`config.mk`:
```
export PLATFORM = sky130hd
export DESIGN_NAME = pcpi_mul_seq
export DESIGN_NICKNAME = d
export VERILOG_FILES = /design/src/rtl/pcpi_mul_seq.sv
export SDC_FILE = /design/constraint.sdc
export NUM_CORES = 1
export LEC_CHECK = 0
export ABC_AREA = 1
export BUFFER_PORTS_ARGS = -buffer_cell sky130_fd_sc_hd__buf_2
export CORE_MARGIN = 5
export CORE_UTILIZATION = 60
export CTS_BUF_LIST = sky130_fd_sc_hd__clkbuf_4
export CTS_CLUSTER_DIAMETER = 50
export CTS_CLUSTER_SIZE = 20
export DETAILED_ROUTE_END_ITERATION = 12
export PLACE_DENSITY = 0.83
export SLEW_MARGIN = 10
export SYNTH_ARGS = -nofsm -noshare
export SYNTH_HDL_FRONTEND = slang
export SYNTH_SLANG_ARGS = --single-unit
```
`constraint.sdc`:
```
create_clock -name clk -period 6.5 [get_ports clk]
set_input_delay 1.3 -clock clk [delete_from_list [all_inputs] [get_ports clk]]
set_output_delay 1.3 -clock clk [all_outputs]
set_load 0.01 [all_outputs]
```
`src/rtl/pcpi_mul_seq.sv`:
```
// pcpi_mul_seq: PCPI four-lane packed 8x8 multiply, one shared multiplier stepped across byte lanes.
// Optional build macro PCPI_MUL_SEQ_SKIP_EN: funct3 000 computes only lanes 0 and 1.
module pcpi_mul_seq #(
   parameter logic [6:0] OPCODE = 7'b000_1011,
   parameter logic [6:0] FUNCT7 = 7'b000_0000
) (
   input  logic        clk,
   input  logic        reset,
   input  logic        pcpi_valid,
   input  logic [31:0] pcpi_insn,
   input  logic [31:0] pcpi_rs1,
   input  logic [31:0] pcpi_rs2,
   output logic        pcpi_wr,
   output logic [31:0] pcpi_rd,
   output logic        pcpi_wait,
   output logic        pcpi_ready
);

   typedef enum logic [1:0] {
      IDLE = 2'd0,
      BUSY = 2'd1,
      DONE = 2'd2
   } state_t;

   state_t      state;
   state_t      state_next;
   logic [1:0]  cnt;
   logic [1:0]  cnt_next;
   logic        cooldown;
   logic        cooldown_next;
   logic [31:0] op_a;
   logic [31:0] op_b;
   logic [2:0]  funct3;
   logic [15:0] p      [4];
   logic [15:0] p_next [4];
   logic [7:0]  lane_a;
   logic [7:0]  lane_b;
   logic [15:0] lane_prod;
   logic        active;
   logic        accept;
   logic        lane_we;
   logic        complete;
   logic        last_lane;
   logic [31:0] result;
   logic        unused_insn_bits;

   function automatic logic [7:0] lane_sel(input logic [31:0] word, input logic [1:0] idx);
      case (idx)
         2'd0:    lane_sel = word[7:0];
         2'd1:    lane_sel = word[15:8];
         2'd2:    lane_sel = word[23:16];
         default: lane_sel = word[31:24];
      endcase
   endfunction

   function automatic logic [31:0] pack_result(input logic [2:0]  f3,
                                               input logic [15:0] p0,
                                               input logic [15:0] p1,
                                               input logic [15:0] p2,
                                               input logic [15:0] p3);
      case (f3)
         3'b000:  pack_result = {p1, p0};
         3'b001:  pack_result = {p3[7:0], p2[7:0], p1[7:0], p0[7:0]};
         3'b010:  pack_result = {p3[15:8], p2[15:8], p1[15:8], p0[15:8]};
         default: pack_result = 32'h0000_0000;
      endcase
   endfunction

   assign unused_insn_bits = ^{pcpi_insn[24:15], pcpi_insn[11:7]};

   assign active = pcpi_valid && (pcpi_insn[6:0] == OPCODE) && (pcpi_insn[31:25] == FUNCT7);

   // Shared multiplier always works on the lane selected by cnt from the latched operands.
   assign lane_a    = lane_sel(op_a, cnt);
   assign lane_b    = lane_sel(op_b, cnt);
   assign lane_prod = {8'd0, lane_a} * {8'd0, lane_b};

`ifdef PCPI_MUL_SEQ_SKIP_EN
   assign last_lane = (funct3 == 3'b000) ? (cnt == 2'd1) : (cnt == 2'd3);
`else
   assign last_lane = (cnt == 2'd3);
`endif

   // State register.
   always_ff @(posedge clk) begin
      if (reset) begin
         state    <= IDLE;
         cnt      <= 2'd0;
         cooldown <= 1'b0;
      end else begin
         state    <= state_next;
         cnt      <= cnt_next;
         cooldown <= cooldown_next;
      end
   end

   // Next-state and control decode.
   always_comb begin
      state_next    = state;
      cnt_next      = cnt;
      cooldown_next = 1'b0;
      accept        = 1'b0;
      lane_we       = 1'b0;
      complete      = 1'b0;
      case (state)
         IDLE: begin
            // cooldown masks a valid that the core has not yet dropped after ready
            if (active && !cooldown) begin
               accept   = 1'b1;
               cnt_next = 2'd0;
               if (pcpi_insn[14:12] <= 3'd2) begin
                  state_next = BUSY;
               end else begin
                  state_next = DONE;
               end
            end else begin
               state_next = IDLE;
            end
         end
         BUSY: begin
            if (!pcpi_valid) begin
               state_next = IDLE;
               cnt_next   = 2'd0;
            end else begin
               lane_we  = 1'b1;
               cnt_next = cnt + 2'd1;
               if (last_lane) begin
                  complete      = 1'b1;
                  cooldown_next = 1'b1;
                  state_next    = IDLE;
               end else begin
                  state_next = BUSY;
               end
            end
         end
         DONE: begin
            complete      = 1'b1;
            cooldown_next = 1'b1;
            state_next    = IDLE;
         end
         default: begin
            state_next = IDLE;
            cnt_next   = 2'd0;
         end
      endcase
   end

   // Lane product registers with this cycle's product merged in, so the result sees the last lane.
   always_comb begin
      for (int k = 0; k < 4; k++) begin
         if (lane_we && (cnt == 2'(k))) begin
            p_next[k] = lane_prod;
         end else begin
            p_next[k] = p[k];
         end
      end
      result = pack_result(funct3, p_next[0], p_next[1], p_next[2], p_next[3]);
   end

   // Operand latches, lane registers and registered PCPI outputs.
   always_ff @(posedge clk) begin
      if (reset) begin
         op_a       <= 32'h0000_0000;
         op_b       <= 32'h0000_0000;
         funct3     <= 3'b000;
         for (int k = 0; k < 4; k++) begin
            p[k] <= 16'h0000;
         end
         pcpi_ready <= 1'b0;
         pcpi_wr    <= 1'b0;
         pcpi_wait  <= 1'b0;
         pcpi_rd    <= 32'h0000_0000;
      end else begin
         if (accept) begin
            op_a   <= pcpi_rs1;
            op_b   <= pcpi_rs2;
            funct3 <= pcpi_insn[14:12];
         end
         for (int k = 0; k < 4; k++) begin
            p[k] <= p_next[k];
         end
         pcpi_ready <= complete;
         pcpi_wr    <= complete;
         pcpi_wait  <= (state_next == BUSY);
         if (complete) begin
            pcpi_rd <= result;
         end
      end
   end

endmodule
```
* Word level (Yosys, flattened, before mapping) *
Memory sizes are Yosys's and may differ from the RTL's.
Index checks and enable logic that the tools add are counted.

word-level totals
  register bits = 105
  latch bits = 0
  bits in writable memories = 64
  bits in read-only memories = 0
  bits of input ports = 99
  output and inout bits = 35
  word-level logic and storage cells = 69
  memories kept = 1

memory list
  memory  depth  bits a word  read ports  clocked after memory_dff  wr ports  RTL line  RTL
  p       4      16           4           0                         4         34        logic [15:0] p [4];

cells by class
  add/sub/neg operators = 1
  $mul = 1
  divide/modulo/power cells = 0
  $lt $le $gt $ge = 1
  equality and inequality tests = 10
  shift operators = 0
  muxes and demuxes = 29
  bitwise gates (word level) = 5
  reductions and logical operators = 13

operator list
  operator               number
  $mux W16               8
  $pmux W32 S3           1
  $pmux W8 S3            2
  $mul A8 B8 Y16         1
  $mux W1                11
  $mux W2                4
  $eq A7 B4 Y1 const B   1
  $logic_and A1 B1 Y1    7
  $logic_not A7 Y1       1
  $eq A2 B1 Y1 const B   3
  $eq A2 B2 Y1 const B   3
  $pmux W2 S3            1
  $logic_not A2 Y1       2
  $or A1 B1 Y1           4
  $pmux W2 S2            1
  $eq A3 B1 Y1 const B   1
  $eq A3 B2 Y1 const B   1
  $le A3 B2 Y1 const B   1
  $logic_not A3 Y1       1
  $add A2 B1 Y2 const B  1
  $ne A2 B2 Y1 const B   1
  $pmux W1 S2            1
  $reduce_and A2 Y1      1
  $logic_not A1 Y1       1
  $not A1 Y1             1

* Logic depth before layout (Yosys ltp) *
  depth after elaboration = 7
  gate-level depth with buffers = 29
  gate-level depth less buffers = 29

* Least setup slack after synthesis *
No wires, ideal clock.

  path type = flip-flop to flip-flop
  start point = register cnt[0]
  end point = register pcpi_rd[27]
  library setup time = 0.131 ns
  data arrival time = 4.911 ns
  data required time = 6.369 ns
  setup slack = 1.459 ns
  stages on the path, launching flop included = 27
  buffers on the path = 1
  clock period less this slack = 5.041 ns
  cell sequence = dfxtp_1 > inv_1 > ha_1 > inv_2 > clkbuf_1 > o22ai_1 > o22ai_1 > nor2_1 > fa_1 > inv_1 > fa_1 > inv_1 > fa_1 > inv_1 > fa_1 > inv_1 > ha_1 > nand2_1 > nor2_1 > nand2_1 > nand2_2 > xnor2_2 > nand2_1 > nand3_1 > nand3_1 > nand2_1 > a21oi_2

between the ends
  cells in the longest elaborated chain, start to end = 5
  elaborated cells on any way between the ends = 15
  those cells by class = 1 x mul; 3 x eq/ne; 8 x mux; 3 x reduce/logical

RTL lines
  what                                        RTL line  RTL
  start, declared                             27        logic [1:0] cnt;
  start signal, assigned                      92        cnt <= cnt_next;
  $eq A2 B2 Y1, or another cell as far along  48        case (idx)
  $pmux W8 S3                                 48
  $mul A8 B8 Y16                              76        assign lane_prod = {8'd0, lane_a} * {8'd0, lane_b};
  $mux W16                                    151       if (lane_we && (cnt == 2'(k))) begin
  $pmux W32 S3                                61        case (f3)
  end signal, assigned                        186       pcpi_rd <= result;
  end, declared                               14        output logic [31:0] pcpi_rd,

Several ways; a longest one is shown, not always the timed one.
A chain may end at the register's enable or synchronous reset.

* Worst setup path after layout *
  start point = register cnt[0]
  end point = register pcpi_rd[0]

between the ends
  cells in the longest elaborated chain, start to end = 5
  elaborated cells on any way between the ends = 13
  those cells by class = 1 x mul; 3 x eq/ne; 7 x mux; 2 x reduce/logical

RTL lines
  what                                        RTL line
  $eq A2 B2 Y1, or another cell as far along  48
  $pmux W8 S3                                 48
  $mul A8 B8 Y16                              76
  $mux W16                                    151
  $pmux W32 S3                                61

Several ways; a longest one is shown, not always the timed one.

==> out/results.ini <==
[sta]
worst_slew_pin_slew_ns=1.07
finalCritPeriodShare=0.942
max_slew_margin=0.287
skew_ns=0.0208
setup_viol=0
rsz0062_at_grt=false
hold_viol=0
fin_crit_ns=6.12
setup-tns-final_ns=0
drv_slew=0
fmax_mhz=163

[power_and_ir_drop]
p_leak_nw=4.69
ir_drop_v=0.000144
power.total_w=0.00172
cellPowerDensity_nw_per_um2=164

[min_path]
hold_depth=2
min_to=op_a[1]
hp-start=op_a[1]
hold_class=reg -> reg

[final_layout]
area_delta_synth_final_pct=10.4
final_area_um2=10500
mostFrequentLayoutCells=nand2_1, inv_1, dfxtp_1
final_util=0.669
fin_nets=1559
final_cell_count_no_fill=1611
final_layout_size_suffix_gt1_frac=0.174
final_common_cell=nand2_1
num-fill-cells=1346

[routing]
vias_per_cell=5.44
first_pass_iters=6
drc=0
routed_wl_um=22900
ant_nets=0
drt_iter0_markers=819
wl_per_cell_um=14.2
vias=8771

[setup_path]
endpoint_kind=flip-flop
critical-path-top-delay-family=adder cells
rr_startpoint=cnt[0]
slowest_stage=o22ai_1
path_max_fanout=17
critPathLaunchType=flip-flop
crit_top_cell=inv_1
rr_worst_depth=25
critPathBufInv=7
r2r_setup_slack_ns=0.38
r2r_end=pcpi_rd[0]
worst_path_largest_cell_delay_ns=0.71
required_ns=6.93
worstPathArrival_ns=6.55
critPathKind=reg -> reg

[grt]
antenna_found_initial=1
grt_pass1_wl_um=38100
grt_max_degree=102
grt_overflow_total=0
grt_pass1_vias=8233
grt_usage=0.254

[logic_synthesis]
synthArstFlopShare=0
syn-num-nets=1461
synth_edf_count=0
netlist_area_um2=9530
yosys_register_bits=169
syn_area_per_cell_um2=7.43
synth_cell_types=46
synth_ff_type=dfxtp_1
yosysSeqAreaShare=0.355
ys_warn_count=0
synthCells=1283

[floorplan]
initial_core_util=0.606
die_h_um=136
io_pins=134
die-area_um2=18500
fp.dieW_um=136
row_count=46
core-area_um2=15700

[placement]
place_area_um2=10200
io_buffers=118
dp.cells=1578
hpwlAfterDp_um=16800
gp_congestion=0.921

[clocking]
root_buffer=clkbuf_4
h-tree-depth=4
clk_pin_slew_ns=0.14
cts_buffer_depth=2
cts_tree=done
ctsHoldBuffers=0
clk_latency_ns=0.59
postCtsSetupBuffers=0
numCtsBuffers=17
ctsResizeCount=0
cts.sinks=169

[flow_run]
max_cap_violations=0

[outcome]
status=complete, no violations

## layer usage
metal / GRT usage / wire length, um / up-vias
met2: 0.412 / 10700 / 326
met5: 0 / 0 / -
li1: - / - / 4315
met3: 0.0489 / 1680 / 32
met4: 0.0745 / 395 / 0
met1: 0.346 / 10200 / 4098
## worst reg2reg max path, delay by kind of cell, from the launching register on
family	cells	cell delay [ns]
compound gates	4	1.16
flops	1	0.38
buf+inv	7	0.80
fa+ha+maj	6	2.54
xor+xnor	1	0.36
simple gates	7	0.78
## logic make-up after synthesis
family | share of synthesized area
adder cells (fa/ha/maj) | 0.132
multiplexers | 0.0158
AND/OR/NAND/NOR | 0.244
flip-flops | 0.355
buffers and inverters | 0.103
XOR/XNOR | 0.00709
AO/OA/AOI/OAI | 0.143
## power by group
group	internal [W]	total, W	switching [W]	leakage (nW)
sequential	0.00104	0.00104	0.00000000888	1.36
combinational	0.0000228	0.0000531	0.0000303	3.19
clock	0.000240	0.000631	0.000391	0.145
total	0.00130	0.00172	0.000421	4.69
## cell usage after synthesis, types with 3 or more instances
library cell	count	area share
or2_1	4	0.0026
buf_2	21	0.011
mux2i_1	15	0.016
nand3_1	84	0.044
o22ai_1	39	0.026
or2_2	48	0.032
inv_2	4	0.0016
clkbuf_8	3	0.0043
clkbuf_1	22	0.0087
ha_1	43	0.056
nand2_1	197	0.078
o21ai_1	9	0.0047
inv_1	169	0.067
fa_1	36	0.076
o21a_1	3	0.0024
nand2_2	4	0.0026
dfxtp_1	169	0.36
nor2_2	3	0.0020
buf_4	7	0.0055
nand4_1	10	0.0066
buf_6	3	0.0035
o21ai_0	97	0.051
nor4_1	3	0.0020
nor2_1	167	0.066
a21oi_1	88	0.046
## worst max path at each step
stage | startpoint | endpoint | cells past startpoint
2_1_floorplan | cnt[0] | pcpi_rd[27] | 26
3_3_place_gp | cnt[0] | pcpi_rd[0] | 25
3_5_place_dp | cnt[0] | pcpi_rd[0] | 25
4_1_cts | cnt[0] | pcpi_rd[0] | 25
5_1_grt | cnt[0] | pcpi_rd[0] | 25
6_report | cnt[0] | pcpi_rd[0] | 25
## sequential cells by signal, indices dropped and copies added (netlist names)
signal	flops
cnt	2
funct3	3
pcpi_ready	1
p	64
pcpi_rd	32
state	2
op_b	32
pcpi_wait	1
op_a	32
## metrics by stage
| stage | hold WS [ns] | setup WS, ns |
|---|---|---|
| 3_5_place_dp | 0.442 | 0.515 |
| 5_1_grt | 0.478 | 0.0172 |
| 6_report | 0.462 | 0.376 |
| 4_1_cts | 0.461 | 0.471 |
| 2_1_floorplan | 0.425 | 1.46 |
| 3_3_place_gp | 0.436 | 0.582 |
## area by class of cell
type / count / area [um2] / share of cell area
tap: 216 / 270 / 0.0257
inverter: 175 / 657 / 0.0625
clock inverter: 14 / 164 / 0.0156
antenna: 1 / 2.50 / 0.000238
timing repair buffer: 138 / 741 / 0.0704
sequential: 169 / 3380 / 0.322
clock buffer: 18 / 135 / 0.0128
multi-input combinational: 880 / 5160 / 0.491
(Power assumes the default switching activity.)
